**src/rtl/ex_stage.sv**
```systemverilog
// Execute stage of the RV32I five-stage pipeline.
// Selects forwarded operands, runs the ALU, resolves branches and jumps
// (the redirect to IF is combinational) and holds the EX/MEM register.
module ex_stage #(
  parameter int XLEN = 32
) (
  input  logic            clk,
  input  logic            reset,
  // ID/EX control
  input  logic            MemReadE,
  input  logic            MemWriteE,
  input  logic            RegWriteE,
  input  logic            ALUSrcE,
  input  logic            JumpE,
  input  logic            BranchE,
  input  logic            MuxjalrE,
  input  logic [3:0]      ALUOpE,
  input  logic [2:0]      WriteBackE,
  input  logic [2:0]      funct3E,
  // ID/EX data
  input  logic [XLEN-1:0] RD1E,
  input  logic [XLEN-1:0] RD2E,
  input  logic [XLEN-1:0] PCE,
  input  logic [XLEN-1:0] ImmExtE,
  input  logic [XLEN-1:0] PCPlus4E,
  input  logic [4:0]      RdE,
  // hazard unit
  input  logic [1:0]      ForwardAE,
  input  logic [1:0]      ForwardBE,
  input  logic [XLEN-1:0] ResultW,
  // redirect to IF
  output logic            PCSrcE,
  output logic [XLEN-1:0] PCTargetE,
  // EX/MEM register
  output logic            MemReadM,
  output logic            MemWriteM,
  output logic            RegWriteM,
  output logic [2:0]      WriteBackM,
  output logic [2:0]      funct3M,
  output logic [XLEN-1:0] ALUResultM,
  output logic [XLEN-1:0] WriteDataM,
  output logic [XLEN-1:0] PCPlus4M,
  output logic [XLEN-1:0] PCTargetM,
  output logic [4:0]      RdM
);

  // ALU operation encodings
  localparam logic [3:0] ALU_ADD  = 4'b0000;
  localparam logic [3:0] ALU_SUB  = 4'b0001;
  localparam logic [3:0] ALU_SLL  = 4'b0010;
  localparam logic [3:0] ALU_SLT  = 4'b0011;
  localparam logic [3:0] ALU_SLTU = 4'b0100;
  localparam logic [3:0] ALU_XOR  = 4'b0101;
  localparam logic [3:0] ALU_SRL  = 4'b0110;
  localparam logic [3:0] ALU_SRA  = 4'b0111;
  localparam logic [3:0] ALU_OR   = 4'b1000;
  localparam logic [3:0] ALU_AND  = 4'b1001;
  localparam logic [3:0] ALU_PASS = 4'b1010;

  // Forwarding selector encodings (11 falls back to the register file value)
  localparam logic [1:0] FWD_WB  = 2'b01;
  localparam logic [1:0] FWD_MEM = 2'b10;

  // Branch condition encodings (funct3)
  localparam logic [2:0] BR_EQ  = 3'b000;
  localparam logic [2:0] BR_NE  = 3'b001;
  localparam logic [2:0] BR_LT  = 3'b100;
  localparam logic [2:0] BR_GE  = 3'b101;
  localparam logic [2:0] BR_LTU = 3'b110;
  localparam logic [2:0] BR_GEU = 3'b111;

  logic [XLEN-1:0]        src_a;
  logic [XLEN-1:0]        fwd_b;
  logic [XLEN-1:0]        src_b;
  logic signed [XLEN-1:0] src_a_signed;
  logic [4:0]             shamt;
  logic                   alu_lt;
  logic                   alu_ltu;
  logic [XLEN-1:0]        alu_result;
  logic                   br_eq;
  logic                   br_lt;
  logic                   br_ltu;
  logic                   br_cond;
  logic [XLEN-1:0]        jalr_sum;
  logic [XLEN-1:0]        pc_rel_sum;

  // Operand A forwarding: MEM source is last cycle's registered ALU result
  always_comb begin
    case (ForwardAE)
      FWD_WB:  src_a = ResultW;
      FWD_MEM: src_a = ALUResultM;
      default: src_a = RD1E;
    endcase
  end

  // Operand B forwarding; the forwarded value also feeds stores and branches
  always_comb begin
    case (ForwardBE)
      FWD_WB:  fwd_b = ResultW;
      FWD_MEM: fwd_b = ALUResultM;
      default: fwd_b = RD2E;
    endcase
  end

  assign src_b        = ALUSrcE ? ImmExtE : fwd_b;
  assign src_a_signed = src_a;
  assign shamt        = src_b[4:0];
  assign alu_lt       = $signed(src_a) < $signed(src_b);
  assign alu_ltu      = src_a < src_b;

  // ALU: all arithmetic wraps, unused encodings fall back to ADD
  always_comb begin
    case (ALUOpE)
      ALU_ADD:  alu_result = src_a + src_b;
      ALU_SUB:  alu_result = src_a - src_b;
      ALU_SLL:  alu_result = src_a << shamt;
      ALU_SLT:  alu_result = {{(XLEN-1){1'b0}}, alu_lt};
      ALU_SLTU: alu_result = {{(XLEN-1){1'b0}}, alu_ltu};
      ALU_XOR:  alu_result = src_a ^ src_b;
      ALU_SRL:  alu_result = src_a >> shamt;
      ALU_SRA:  alu_result = src_a_signed >>> shamt;
      ALU_OR:   alu_result = src_a | src_b;
      ALU_AND:  alu_result = src_a & src_b;
      ALU_PASS: alu_result = src_b;
      default:  alu_result = src_a + src_b;
    endcase
  end

  // Branch comparisons use the forwarded rs2, never the immediate
  assign br_eq  = src_a == fwd_b;
  assign br_lt  = $signed(src_a) < $signed(fwd_b);
  assign br_ltu = src_a < fwd_b;

  // Branch condition decode; reserved funct3 values never take a branch
  always_comb begin
    case (funct3E)
      BR_EQ:   br_cond = br_eq;
      BR_NE:   br_cond = ~br_eq;
      BR_LT:   br_cond = br_lt;
      BR_GE:   br_cond = ~br_lt;
      BR_LTU:  br_cond = br_ltu;
      BR_GEU:  br_cond = ~br_ltu;
      default: br_cond = 1'b0;
    endcase
  end

  // JALR target clears bit 0; branches and JAL are PC-relative
  assign jalr_sum   = src_a + ImmExtE;
  assign pc_rel_sum = PCE + ImmExtE;
  assign PCTargetE  = MuxjalrE ? {jalr_sum[XLEN-1:1], 1'b0} : pc_rel_sum;
  assign PCSrcE     = JumpE | (BranchE & br_cond);

  // EX/MEM register: loads every cycle, reset discards the in-flight instruction
  always_ff @(posedge clk or negedge reset) begin
    if (!reset) begin
      MemReadM   <= 1'b0;
      MemWriteM  <= 1'b0;
      RegWriteM  <= 1'b0;
      WriteBackM <= 3'b000;
      funct3M    <= 3'b000;
      ALUResultM <= '0;
      WriteDataM <= '0;
      PCPlus4M   <= '0;
      PCTargetM  <= '0;
      RdM        <= 5'd0;
    end else begin
      MemReadM   <= MemReadE;
      MemWriteM  <= MemWriteE;
      RegWriteM  <= RegWriteE;
      WriteBackM <= WriteBackE;
      funct3M    <= funct3E;
      ALUResultM <= alu_result;
      WriteDataM <= fwd_b;
      PCPlus4M   <= PCPlus4E;
      PCTargetM  <= PCTargetE;
      RdM        <= RdE;
    end
  end

endmodule

```
**config.mk**
```make
export PLATFORM = sky130hd
export DESIGN_NAME = ex_stage
export DESIGN_NICKNAME = d
export VERILOG_FILES = /design/src/rtl/ex_stage.sv
export SDC_FILE = /design/constraint.sdc
export NUM_CORES = 1
export LEC_CHECK = 0
export BUFFER_PORTS_ARGS = -buffer_cell sky130_fd_sc_hd__buf_2
export CAP_MARGIN = 15
export CORE_MARGIN = 5
export CORE_UTILIZATION = 40
export DETAILED_ROUTE_END_ITERATION = 10
export PLACE_DENSITY = 0.65
export SKIP_CTS_REPAIR_TIMING = 1
export SLEW_MARGIN = 20
export SYNTH_ARGS = -nofsm -noshare
export SYNTH_HDL_FRONTEND = slang
export SYNTH_SLANG_ARGS = --single-unit
```
**constraint.sdc**
```tcl
create_clock -name clk -period 4.55 [get_ports clk]
set_clock_uncertainty 0.15 [all_clocks]
set_input_delay 0 -clock clk [delete_from_list [all_inputs] [get_ports clk]]
set_output_delay 0 -clock clk [all_outputs]
set_load 0.01 [all_outputs]
```
==> results.cfg <==
[run_status]
status = finished with violations
violations = hold timing, setup timing

[grt]
track_usage_pct = 38.4
grt_pass1_wl_um = 138000
first_global_vias = 20789
overflow = 0
grt_start_max_net_pins = 66
antenna_found_initial = 3

[sta]
relSlewSlack_pct = 22.4
grt_setup_unrepaired = yes
finalSetupViolations = 1
timing.hold.ws_ps = -38.0
fmax_mhz = 217
fin_crit_sh_pct = 101
worst_pin_slew_ps = 1150
setup_ws_ps = -64.6
period_minus_slack_ps = 4610
hold_violations = 17
slew_viol_final = 0

[drt]
ant_nets = 0
drt_iter0_markers = 2469
wire_per_inst_um = 28.1
wl_met2_um = 46500
via_per_inst = 6.22
vias = 22147
met1_length_um = 38000
met3WireLength_um = 9230
top_layer = met5
routed_wl_um = 100000
dr.pass1.iters = 6
drc = 0

[worst_setup_path]
r2r_cells = 14
required_ps = 4400
crit_path_frequent_cell = buf_4
cp_num_buf_inv = 3
cp_cell_sequence = a22oi_1 -> o21ai_1 -> buf_4 -> ha_1 -> nand4_1 -> or2_2 -> nor2_1 -> nand3_1 -> o31ai_1 -> nor4_1 -> buf_4 -> xnor2_1 -> a311o_1 -> buf_2
slowest_stage = dfrtp_1
cp.arrival_ps = 4460
rrSetupSlack_ps = 60
r2r-end = PCTargetM[31]
cp_num_cells = 14
reg2reg_from = ALUResultM[24]
slowest_delay_ps = 670
cp_max_fo = 3
startpoint_type = flop
path_class = flop to output pin
end_kind = output pin
critPathTopFamily = compound AO/OA/AOI/OAI gates

[synth]
seq_area_frac_synth_pct = 20.0
synthFlopType = dfrtp_1
synth.top_cell.area_share_pct = 20.0
ys_ff_latch = 142
syn_inst = 2330
syn-cell-area_mm2 = 0.0177
synth-edff-count = 0
synth_cell_types = 91
yosysTopAreaCell = dfrtp_1
synth_nets = 2748
yosysMostFrequentCell = nand2_1
async_flop_share_pct = 100
netlist_top_cells_area = dfrtp_1, ha_1, o21ai_0, mux2i_1, a21oi_1
synthTopCellsByCount = nand2_1, o21ai_0, a21oi_1
postSynthAreaPerCell_um2 = 7.62
ys_warn_count = 0

[placed_design]
portBuffers = 394
place_congestion = 1.05
dp_hpwl_um = 78600
placed_area_mm2 = 0.0217

[clock_network]
cts_tree = built
clk_path_buf_depth = 2
htreeDepth = 4
cts.sink_count = 142
cts_root_buffer = clkbuf_16
clkLatencyLatePin_ps = 490
clk_pin_slew_ps = 70
cts_buffers = 17

[layout]
final_area_mm2 = 0.0236
drive_gt1_share_pct = 25.1
syn_to_final_growth_pct = 33.3
fillerInstances = 4285
fin_nets = 3374

[hold_path]
hold_depth = 5
hp-start = PCE[10]
holdPathEnd = PCTargetM[10]
holdCritPathClass = input port to flop

[power_and_ir_drop]
fin_total_pwr_uw = 8280
cellLeakagePower_uw = 0.0113
peakVddDrop_mv = 0.248
p_per_area_mw_per_mm2 = 350

[die]
core_area_mm2 = 0.0440
ioPinCount = 395
fp-row-count = 77
die_y_um = 221
start_util_pct = 40.3
die-area_mm2 = 0.0487
fp.dieW_um = 221

[job]
cap_violations = 0
## flip-flops by register name, indices dropped and copies added, names as in the netlist, 3 cells and up
name	count
funct3M	3
PCTargetM	32
PCPlus4M	32
WriteDataM	32
WriteBackM	3
RdM	5
ALUResultM	32
## stage by stage
| stage | TNS, ps | setup WS (ps) | std cells | utilization, % | hold slack [ps] |
|---|---|---|---|---|---|
| after floorplan | 0 | 9.11 | 2330 | - | -446 |
| after global placement | 0 | 18.4 | 3405 | 49.3 | -75.1 |
| after detailed placement | -21.1 | -14.1 | 3405 | 49.3 | -62.0 |
| after CTS | -1480 | -570 | 3437 | 50.6 | -595 |
| after global routing | -199 | -119 | 3563 | 53.7 | 0.368 |
| final | -64.6 | -64.6 | 3563 | 53.7 | -38.0 |
## tightest hold or removal path, delay by kind of cell
| family | cells | cell delay, ps |
|---|---|---|
| AOI/OAI and AO/OA | 1 | 50 |
| xor gates and xnor gates | 1 | 100 |
| adders and majority gates | 1 | 220 |
| buffers and inverters | 1 | 80 |
| and+or+nand+nor | 1 | 90 |
## cells in the final DEF, fill, tap and decap left out, types with 20 or more instances in the layout
| cell type | instances |
|---|---|
| a22oi_1 | 53 |
| a221oi_1 | 28 |
| a21oi_1 | 194 |
| dfrtp_1 | 141 |
| o21bai_1 | 20 |
| buf_2 | 393 |
| a31oi_1 | 23 |
| a211oi_1 | 37 |
| mux2i_1 | 100 |
| nor3_1 | 41 |
| a221o_1 | 41 |
| o21ai_0 | 225 |
| ha_1 | 192 |
| nor2_1 | 181 |
| buf_4 | 231 |
| dlygate4sd3_1 | 118 |
| nand2_1 | 240 |
| xor2_1 | 24 |
| nand3_1 | 35 |
| o21ai_1 | 24 |
| inv_1 | 143 |
| a21o_1 | 46 |
| xnor2_1 | 40 |
| o211ai_1 | 37 |
## power by group
group	internal [µW]	switching [µW]	leakage, µW
Sequential	1480	249	0.00168
Combinational	2010	3120	0.00938
Clock	723	693	0.000276
## worst max path at each step
stage	startpoint	end	slack [ps]
2_1_floorplan	ALUResultM[0]	ALUResultM[28]	9
3_3_place_gp	ALUResultM[0]	PCTargetE[30]	20
3_5_place_dp	ALUResultM[0]	PCTargetE[30]	-10
4_1_cts	ALUResultM[0]	PCTargetE[30]	-570
5_1_grt	ALUResultM[0]	PCTargetE[30]	-120
6_report	ALUResultM[24]	PCSrcE	-60
## final cells by class
class                   instances  area, µm²  area share (%)
inverters                     148        561            2.37
clock buffers                  17        425            1.80
diodes                          2       5.00          0.0212
well taps                     592        741            3.13
flip-flops and latches        142       3550            15.0
clock inverters                15        143           0.603
multi-input cells            1895      13200            55.6
repair buffers                752       5060            21.4
## per-layer routing
layer | vias to the layer above | global-route usage, %
met5 | - | 0
met4 | 2 | 21.3
met3 | 285 | 7.99
met2 | 1331 | 63.1
met1 | 10656 | 47.1
li1 | 9873 | -
## kinds of logic after synthesis
group | share of synthesized area (%)
xor gates and xnor gates | 3.16
muxes | 6.87
and+or+nand+nor | 15.8
DFF | 20.0
AOI/OAI and AO/OA | 33.3
adders and majority gates | 14.1
buffers and inverters | 6.73
Power figures use the tool's default switching activity.
